## config.mk

```make
export PLATFORM = sky130hd
export DESIGN_NAME = adc_cmd_responder
export DESIGN_NICKNAME = d
export VERILOG_FILES = /design/src/rtl/adc_emu_pkg.sv /design/src/rtl/adc_emu_regfile.sv /design/src/rtl/adc_cmd_responder.sv
export SDC_FILE = /design/constraint.sdc
export NUM_CORES = 1
export LEC_CHECK = 0
export ABC_AREA = 1
export CAP_MARGIN = 5
export CORE_MARGIN = 4
export CORE_UTILIZATION = 50
export DETAILED_ROUTE_END_ITERATION = 10
export PLACE_DENSITY_LB_ADDON = 0.05
export SYNTH_ARGS = -nofsm -noshare
export SYNTH_HDL_FRONTEND = slang
export SYNTH_HIERARCHICAL = 1
export SYNTH_SLANG_ARGS = --single-unit
```

## constraint.sdc

```tcl
create_clock -name Clk -period 1.7 [get_ports Clk]
set_input_delay 0.34 -clock Clk [delete_from_list [all_inputs] [get_ports Clk]]
set_output_delay 0.34 -clock Clk [all_outputs]
set_load 0.02 [all_outputs]
```

## src/rtl/adc_emu_pkg.sv

```systemverilog
// Shared types and constants for the ADC command/response emulator.
package adc_emu_pkg;

    localparam int         ADC_W    = 12;
    localparam int         CH_W     = 5;
    localparam int         RF_DEPTH = 16;
    localparam int         RF_AW    = $clog2(RF_DEPTH);
    localparam logic [7:0] ERR_MAX  = 8'hFF;

    typedef enum logic [1:0] {
        IDLE,
        CONVERT,
        RESPOND
    } state_t;

endpackage

```

## src/rtl/adc_emu_regfile.sv

```systemverilog
// Host-writable per-channel sample table with a strobed, registered read port.
module adc_emu_regfile
    import adc_emu_pkg::*;
(
    input  logic             clk_i,
    input  logic             rst_i,
    input  logic             wr_en_i,
    input  logic [RF_AW-1:0] wr_addr_i,
    input  logic [ADC_W-1:0] wr_data_i,
    input  logic             rd_en_i,
    input  logic             rd_zero_i,
    input  logic [RF_AW-1:0] rd_addr_i,
    output logic [ADC_W-1:0] rd_data_o
);

    logic [ADC_W-1:0] mem_q [RF_DEPTH];
    logic [ADC_W-1:0] rd_data_q;

    always_ff @(posedge clk_i) begin
        if (rst_i) begin
            // NOTE: the table is reset on purpose; scripted runs start from an all-zero sample set.
            for (int i = 0; i < RF_DEPTH; i++) begin
                mem_q[i] <= '0;
            end
            rd_data_q <= '0;
        end else begin
            if (wr_en_i) begin
                mem_q[wr_addr_i] <= wr_data_i;
            end
            // NOTE: non-blocking update means a write on the sample edge is not visible to that read.
            if (rd_en_i) begin
                rd_data_q <= rd_zero_i ? '0 : mem_q[rd_addr_i];
            end
        end
    end

    assign rd_data_o = rd_data_q;

endmodule

```

## src/rtl/adc_cmd_responder.sv

```systemverilog
// Avalon-ST ADC command/response stand-in: fixed conversion latency, samples from a register file.
module adc_cmd_responder
    import adc_emu_pkg::*;
#(
    parameter int CONV_CYCLES = 20,
    parameter int NUM_CH      = 16
) (
    input  logic             Clk,
    input  logic             Reset,
    input  logic             command_valid,
    input  logic [CH_W-1:0]  command_channel,
    input  logic             command_startofpacket,
    input  logic             command_endofpacket,
    output logic             command_ready,
    output logic             response_valid,
    output logic [CH_W-1:0]  response_channel,
    output logic [ADC_W-1:0] response_data,
    output logic             response_startofpacket,
    output logic             response_endofpacket,
    input  logic             wr_en,
    input  logic [RF_AW-1:0] wr_ch,
    input  logic [ADC_W-1:0] wr_data,
    output logic [7:0]       err_count
);

    localparam logic [7:0] CNT_LOAD = 8'(CONV_CYCLES - 1);

    state_t          state_q;
    logic [7:0]      cnt_q;
    logic [CH_W-1:0] ch_q;
    logic            ready_q;
    logic            valid_q;
    logic [CH_W-1:0] resp_ch_q;
    logic [7:0]      err_q;
    logic [7:0]      err_d;

    logic accept;
    logic sample;
    logic cmd_bad;
    logic ch_bad;
    logic unused_cmd_framing;

    assign accept  = command_valid & ready_q;
    assign sample  = (state_q == CONVERT) && (cnt_q == 8'd0);
    assign cmd_bad = 32'(command_channel) >= 32'(NUM_CH);
    assign ch_bad  = 32'(ch_q) >= 32'(NUM_CH);

    // Packet framing on the command side carries no information for a single-beat command.
    assign unused_cmd_framing = command_startofpacket ^ command_endofpacket;

    always_comb begin
        // NOTE: default first so every path assigns err_d and no latch is inferred.
        err_d = err_q;
        if (accept && cmd_bad && (err_q != ERR_MAX)) begin
            err_d = err_q + 8'd1;
        end
    end

    always_ff @(posedge Clk) begin
        if (Reset) begin
            state_q   <= IDLE;
            cnt_q     <= '0;
            ch_q      <= '0;
            ready_q   <= 1'b1;
            valid_q   <= 1'b0;
            resp_ch_q <= '0;
            err_q     <= '0;
        end else begin
            err_q   <= err_d;
            valid_q <= 1'b0;
            case (state_q)
                IDLE: begin
                    if (accept) begin
                        state_q <= CONVERT;
                        cnt_q   <= CNT_LOAD;
                        ch_q    <= command_channel;
                        ready_q <= 1'b0;
                    end
                end
                CONVERT: begin
                    if (cnt_q == 8'd0) begin
                        state_q   <= RESPOND;
                        valid_q   <= 1'b1;
                        resp_ch_q <= ch_q;
                    end else begin
                        cnt_q <= cnt_q - 8'd1;
                    end
                end
                RESPOND: begin
                    state_q <= IDLE;
                    ready_q <= 1'b1;
                end
                default: begin
                    state_q <= IDLE;
                    ready_q <= 1'b1;
                end
            endcase
        end
    end

    adc_emu_regfile u_regfile (
        .clk_i     (Clk),
        .rst_i     (Reset),
        .wr_en_i   (wr_en),
        .wr_addr_i (wr_ch),
        .wr_data_i (wr_data),
        .rd_en_i   (sample),
        .rd_zero_i (ch_bad),
        .rd_addr_i (ch_q[RF_AW-1:0]),
        .rd_data_o (response_data)
    );

    assign command_ready          = ready_q;
    assign response_valid         = valid_q;
    assign response_startofpacket = valid_q;
    assign response_endofpacket   = valid_q;
    assign response_channel       = resp_ch_q;
    assign err_count              = err_q;

endmodule

```

## Word level (Yosys, flattened, before mapping)

Memories as Yosys holds them, arrays and structs flattened. A register that Yosys moved wholly into a read port is not among the register bits.
Index checks and enable logic that the tools add are counted.

- Reductions and logical operators: 13
- Multiplexer cells: 20
- Bitwise operators: 2
- $add $sub $neg: 2
- Equality and inequality tests: 5
- Order comparisons: 2

Operators with widths:

| operator | count |
|---|---|
| $mux 12 | 2 |
| $mux 8 | 2 |
| $pmux 8 s2 | 1 |
| $mux 4 | 3 |
| $reduce_or 12->1 | 1 |
| $ge 5x5->1 const B | 2 |
| $add 8x1->8 const B | 1 |
| $logic_not 8->1 | 1 |
| $mux 1 | 8 |
| $ne 8x8->1 const B | 1 |
| $reduce_and 2->1 | 4 |
| $sub 8x1->8 const B | 1 |
| $mux 2 | 2 |
| $ne 2x2->1 const B | 2 |
| $pmux 2 s2 | 1 |
| $logic_and 1x1->1 | 3 |
| $reduce_and 3->1 | 1 |
| $eq 2x1->1 const B | 1 |
| $logic_not 2->1 | 1 |
| $ne 2x1->1 const B | 1 |
| $pmux 1 s2 | 1 |
| $reduce_bool 2->1 | 1 |
| $reduce_or 2->1 | 1 |
| $and 1x1->1 | 1 |
| $not 1->1 | 1 |

- Input port bits: 27
- Memories kept: 1
- Register bits: 42
- Output and inout port bits: 29
- Bits in writable memories: 192
- Logic and storage cells: 53

Memories:

| memory | depth | width | rd ports | clocked after Yosys merged registers in | write ports | RTL line | RTL |
|---|---|---|---|---|---|---|---|
| u_regfile.mem_q | 16 | 12 | 1 | 1 | 16 | adc_emu_regfile.sv:16 | `logic [ADC_W-1:0] mem_q [RF_DEPTH];` |

## Longest topological paths before layout

- Word-level depth: 5
- Depth in mapped cells: 11
- Depth with buffers taken out: 10

## Hierarchy

Netlist, hierarchy kept.

By module, submodules not included:

| module | area an instance (um^2) | times used | seq. area each (um^2) | cells an instance |
|---|---|---|---|---|
| adc_emu_regfile | 9716.8 | 1 | 6005.8 | 1107 |
| adc_cmd_responder | 1412.6 | 1 | 600.6 | 196 |

## Worst setup path after synthesis

OpenSTA, ideal clock, no wires.

- Path kind: register to register
- Start point: reg cnt_q[0]
- End point: reg u_regfile.rd_data_q[10], in the netlist u_regfile/rd_data_o[10]
- Cell stages (with the launch flop): 12
- Arrival: 1.727 ns
- Buffers on the path: 1
- Required time: 1.630 ns
- Path slack: -0.097 ns
- Clock period less this slack: 1.797 ns
- Path through: dfxtp_1 -> inv_1 -> ha_1 -> nand3_2 -> nor2_4 -> nand2_2 -> inv_1 -> inv_1 -> nor2_1 -> buf_1 -> nand2_1 -> a21oi_1

- Cells in the longest elaborated chain, start to end: 2

Ends and longest elaborated chain:

| element | RTL line | RTL |
|---|---|---|
| start, declared | adc_cmd_responder.sv:29 | `logic [7:0] cnt_q;` |
| start signal, assigned | adc_cmd_responder.sv:86 | `cnt_q <= cnt_q - 8'd1;` |
| $logic_not 8->1 | adc_cmd_responder.sv:44 | `assign sample = (state_q == CONVERT) && (cnt_q == 8'd0);` |
| $logic_and 1x1->1 | adc_cmd_responder.sv:44 |  |
| via sample | adc_cmd_responder.sv:38 | `logic sample;` |
| end signal, assigned | adc_emu_regfile.sv:32 | `rd_data_q <= rd_zero_i ? '0 : mem_q[rd_addr_i];` |
| end, declared | adc_emu_regfile.sv:17 | `logic [ADC_W-1:0] rd_data_q;` |

The timed path passes the listed nets, and every way through them passes these cells.
A chain may end at the register's enable or synchronous reset.

## Final worst setup path

- Start point: reg err_q[4], in the netlist err_count[4]
- End point: out err_count[4]

RTL lines:

| element | RTL line | RTL |
|---|---|---|
| start, declared | adc_cmd_responder.sv:34 | `logic [7:0] err_q;` |
| start signal, assigned | adc_cmd_responder.sv:69 | `err_q <= err_d;` |
| end, declared | adc_cmd_responder.sv:23 | `output logic [7:0] err_count` |

No word-level cell between the ends.

==> metrics <==
Fillers 1938; Post-Synthesis Net Count 1333; final hold vios 0; dpl hpwl 19.1 mm; Max Slew Vio Count 0; maximum fanout along the worst path 5; r2r worst-path depth 9; CTS tree yes; CTS Hold Bufs 0; Critical Path RT 1360 ps; worst skew pair latency 520 ps; post-synth top area cell edfxtp_1; clock-pin slew on the worst setup and hold paths 60 ps; kind of end point of the critical path output port; layout cells sized above 1 11.3%; unrepaired setup endpoints after global routing false; post-synthesis cell area 0.0111 mm²; Fmax achieved 617 MHz; peak supply drop 0.00112 V; Synth top area share 51.8%; total CTS buffers 26; NumNets Final 1429; post-layout util 62.1%; Startpoint Class flop; max_slew headroom 72.7%; GRT overflow 0; DRC viols 0; power per cell area 1130 mW/mm²; clk sinks 234; Synth Flop Type edfxtp_1; crit-path max cell delay 410 ps; number of synthesized flops with an enable pin 192; chip height 157 µm; diode count 0; DR vias/cell 5.07; Post-Route WL 28.6 mm; vias in the first global route 8064; Longest Clk Path Bufs 3; clk_skew 6.26 ps; async set or reset register ratio after synthesis 0%; Die Span X 157 µm; register area 0.00661 mm²; register area share after synthesis 59.4%; dpl cell area 0.0127 mm²; Largest delay share family, worst path flip-flops; Worst path slowest cell dfxtp_1; initial core utilization 50.8%; Hold Path Class in -> reg; Syn Area/Cell 8.54 µm²; most instantiated cells after synthesis 347 x nand2_1, 235 x nor2_1, 192 x edfxtp_1, 183 x inv_1, 152 x nand3_1; Leakage 6.19 nW; top cells by area, synth edfxtp_1 52%, nand2_1 12%, nor2_1 7.9%; Yosys cell types 30; fin area 0.0136 mm²; # IOs 56; Synth Warn # 6; Area Growth Syn to Fin 22.1%; multi-input logic area 0.00345 mm²; Root Buffer clkbuf_16; DR iter-0 viols 732; H-tree levels 1; worst setup path category reg -> out; Detail Route Antenna Nets 0; final setup fails 0; WHS Path Cells 3; wire per inst 16.8 µm; slew of the pin with the lowest slew margin 410 ps; Final Cycle Share 95.4%; arrival time of the worst setup path 1280 ps; initial antenna violation count 0; cell count along the critical path 1; Yosys reg bits 234; Final Critical Period 1620 ps; worst path cell trace dlygate4sd2_1; count leader, synth nand2_1; setup TNS 0 ps; Max Cap Viol 0; detailed-route via count 8611; outcome completed; largest net degree at the start of global routing 58; all-layer global routing usage 23.8%; Mapped Cells 1303; Cell Rows 54; Die Area 0.0247 mm²; IO buf count 53; drt pass-1 iters 5; final RePlAce weighted congestion 0.874; CP bufs+invs 1; first-pass GRT wire length 45.4 mm; core area 0.0219 mm²
-- per-layer routing --
| layer | wire length, µm | vias to the layer above | track usage [%] |
|---|---|---|---|
| met5 | 0 | - | 0 |
| met4 | 729 | 0 | 5.94 |
| met3 | 2370 | 55 | 4.98 |
| met2 | 12600 | 302 | 35.9 |
| met1 | 12900 | 3973 | 35.3 |
| li1 | - | 4281 | - |
-- report_power, final --
group	switching (mW)	leakage, nW	total, mW	internal [mW]
sequential	0.153	2.17	6.71	6.56
clock	2.25	0.456	5.88	3.63
combinational	1.80	3.56	2.76	0.959
total	4.20	6.19	15.3	11.1
-- area by class of cell --
cell class | instances | share of cell area, %
Clock buffer | 34 | 5.63
Clock inverter | 14 | 1.10
Inverter | 188 | 5.21
Multi-Input combinational cell | 806 | 25.4
Sequential cell | 234 | 48.6
Tap cell | 280 | 2.58
Timing Repair Buffer | 143 | 11.4
-- worst min-delay path, cell delays in order --
cell and delay [ps]:
clkdlybuf4s50_1 400, inv_1 80, o31ai_1 70
-- stage by stage --
step | total power, mW | hold WS, ps | worst slack (ps) | instances
after global routing | 16.0 | 423 | 0.0533 | 1699
after detailed placement | 9.58 | 455 | -473 | 1649
after floorplan | 8.46 | 409 | 12.8 | 1303
after global placement | 9.58 | 453 | -490 | 1649
final | 15.3 | 417 | 78.8 | 1699
after CTS | 15.4 | 408 | 28.2 | 1697
-- path summary, 6_finish.rpt --
check | startpoint | to | slack [ps]
worst max-delay path | err_count[4] | err_count[4] | 80
worst min-delay path | command_channel[4] | ch_q[4] | 420
worst max register to register | ch_q[0] | u_regfile/rd_data_o[10] | 150
worst min register to register | u_regfile/rd_data_o[2] | u_regfile/rd_data_o[2] | 460
-- kinds of logic (layout without fill, tap and decap cells) --
logic type / after synthesis / count (layout) / synth area share, %
fa+ha+maj: 3 / 3 / 0.337
buf+inv: 263 / 379 / 9.85
flops: 234 / 234 / 59.4
compound gates: 44 / 44 / 2.03
simple gates: 753 / 753 / 27.9
xor+xnor: 6 / 6 / 0.472
-- flip-flops by register name, summed over array words and instances, names as in the netlist --
signal and flops:
response_endofpacket 1, cnt_q 8, ch_q 5, response_channel 5
u_regfile/rd_data_o 12, state_q 2, u_regfile/mem_q 192, err_count 8
command_ready 1
-- cells in the final DEF, fill, tap and decap left out, types with 4 or more instances in the layout --
cell type	synthesis	layout
inv_1	183	182
o21ai_0	15	15
inv_2	4	5
dlygate4sd2_1	0	27
buf_4	2	59
nand2_1	347	347
xor2_1	4	4
clkbuf_16	0	29
clkdlybuf4s50_1	0	24
clkinv_2	0	6
a21oi_1	26	26
dfxtp_1	42	40
buf_12	0	30
nand3_1	152	152
edfxtp_1	192	192
nor2_2	3	4
nor2_1	235	233
-- timing repair --
| item | CTS | global route |
|---|---|---|
| cloned | 0 | 1 |
| buffers inserted | 0 | 1 |
| setup endpoints to repair | 29 | 61 |
| resized for setup | 29 | 11 |
| pin swaps | 0 | 1 |
Note: power is estimated with default switching activity, not from simulation.
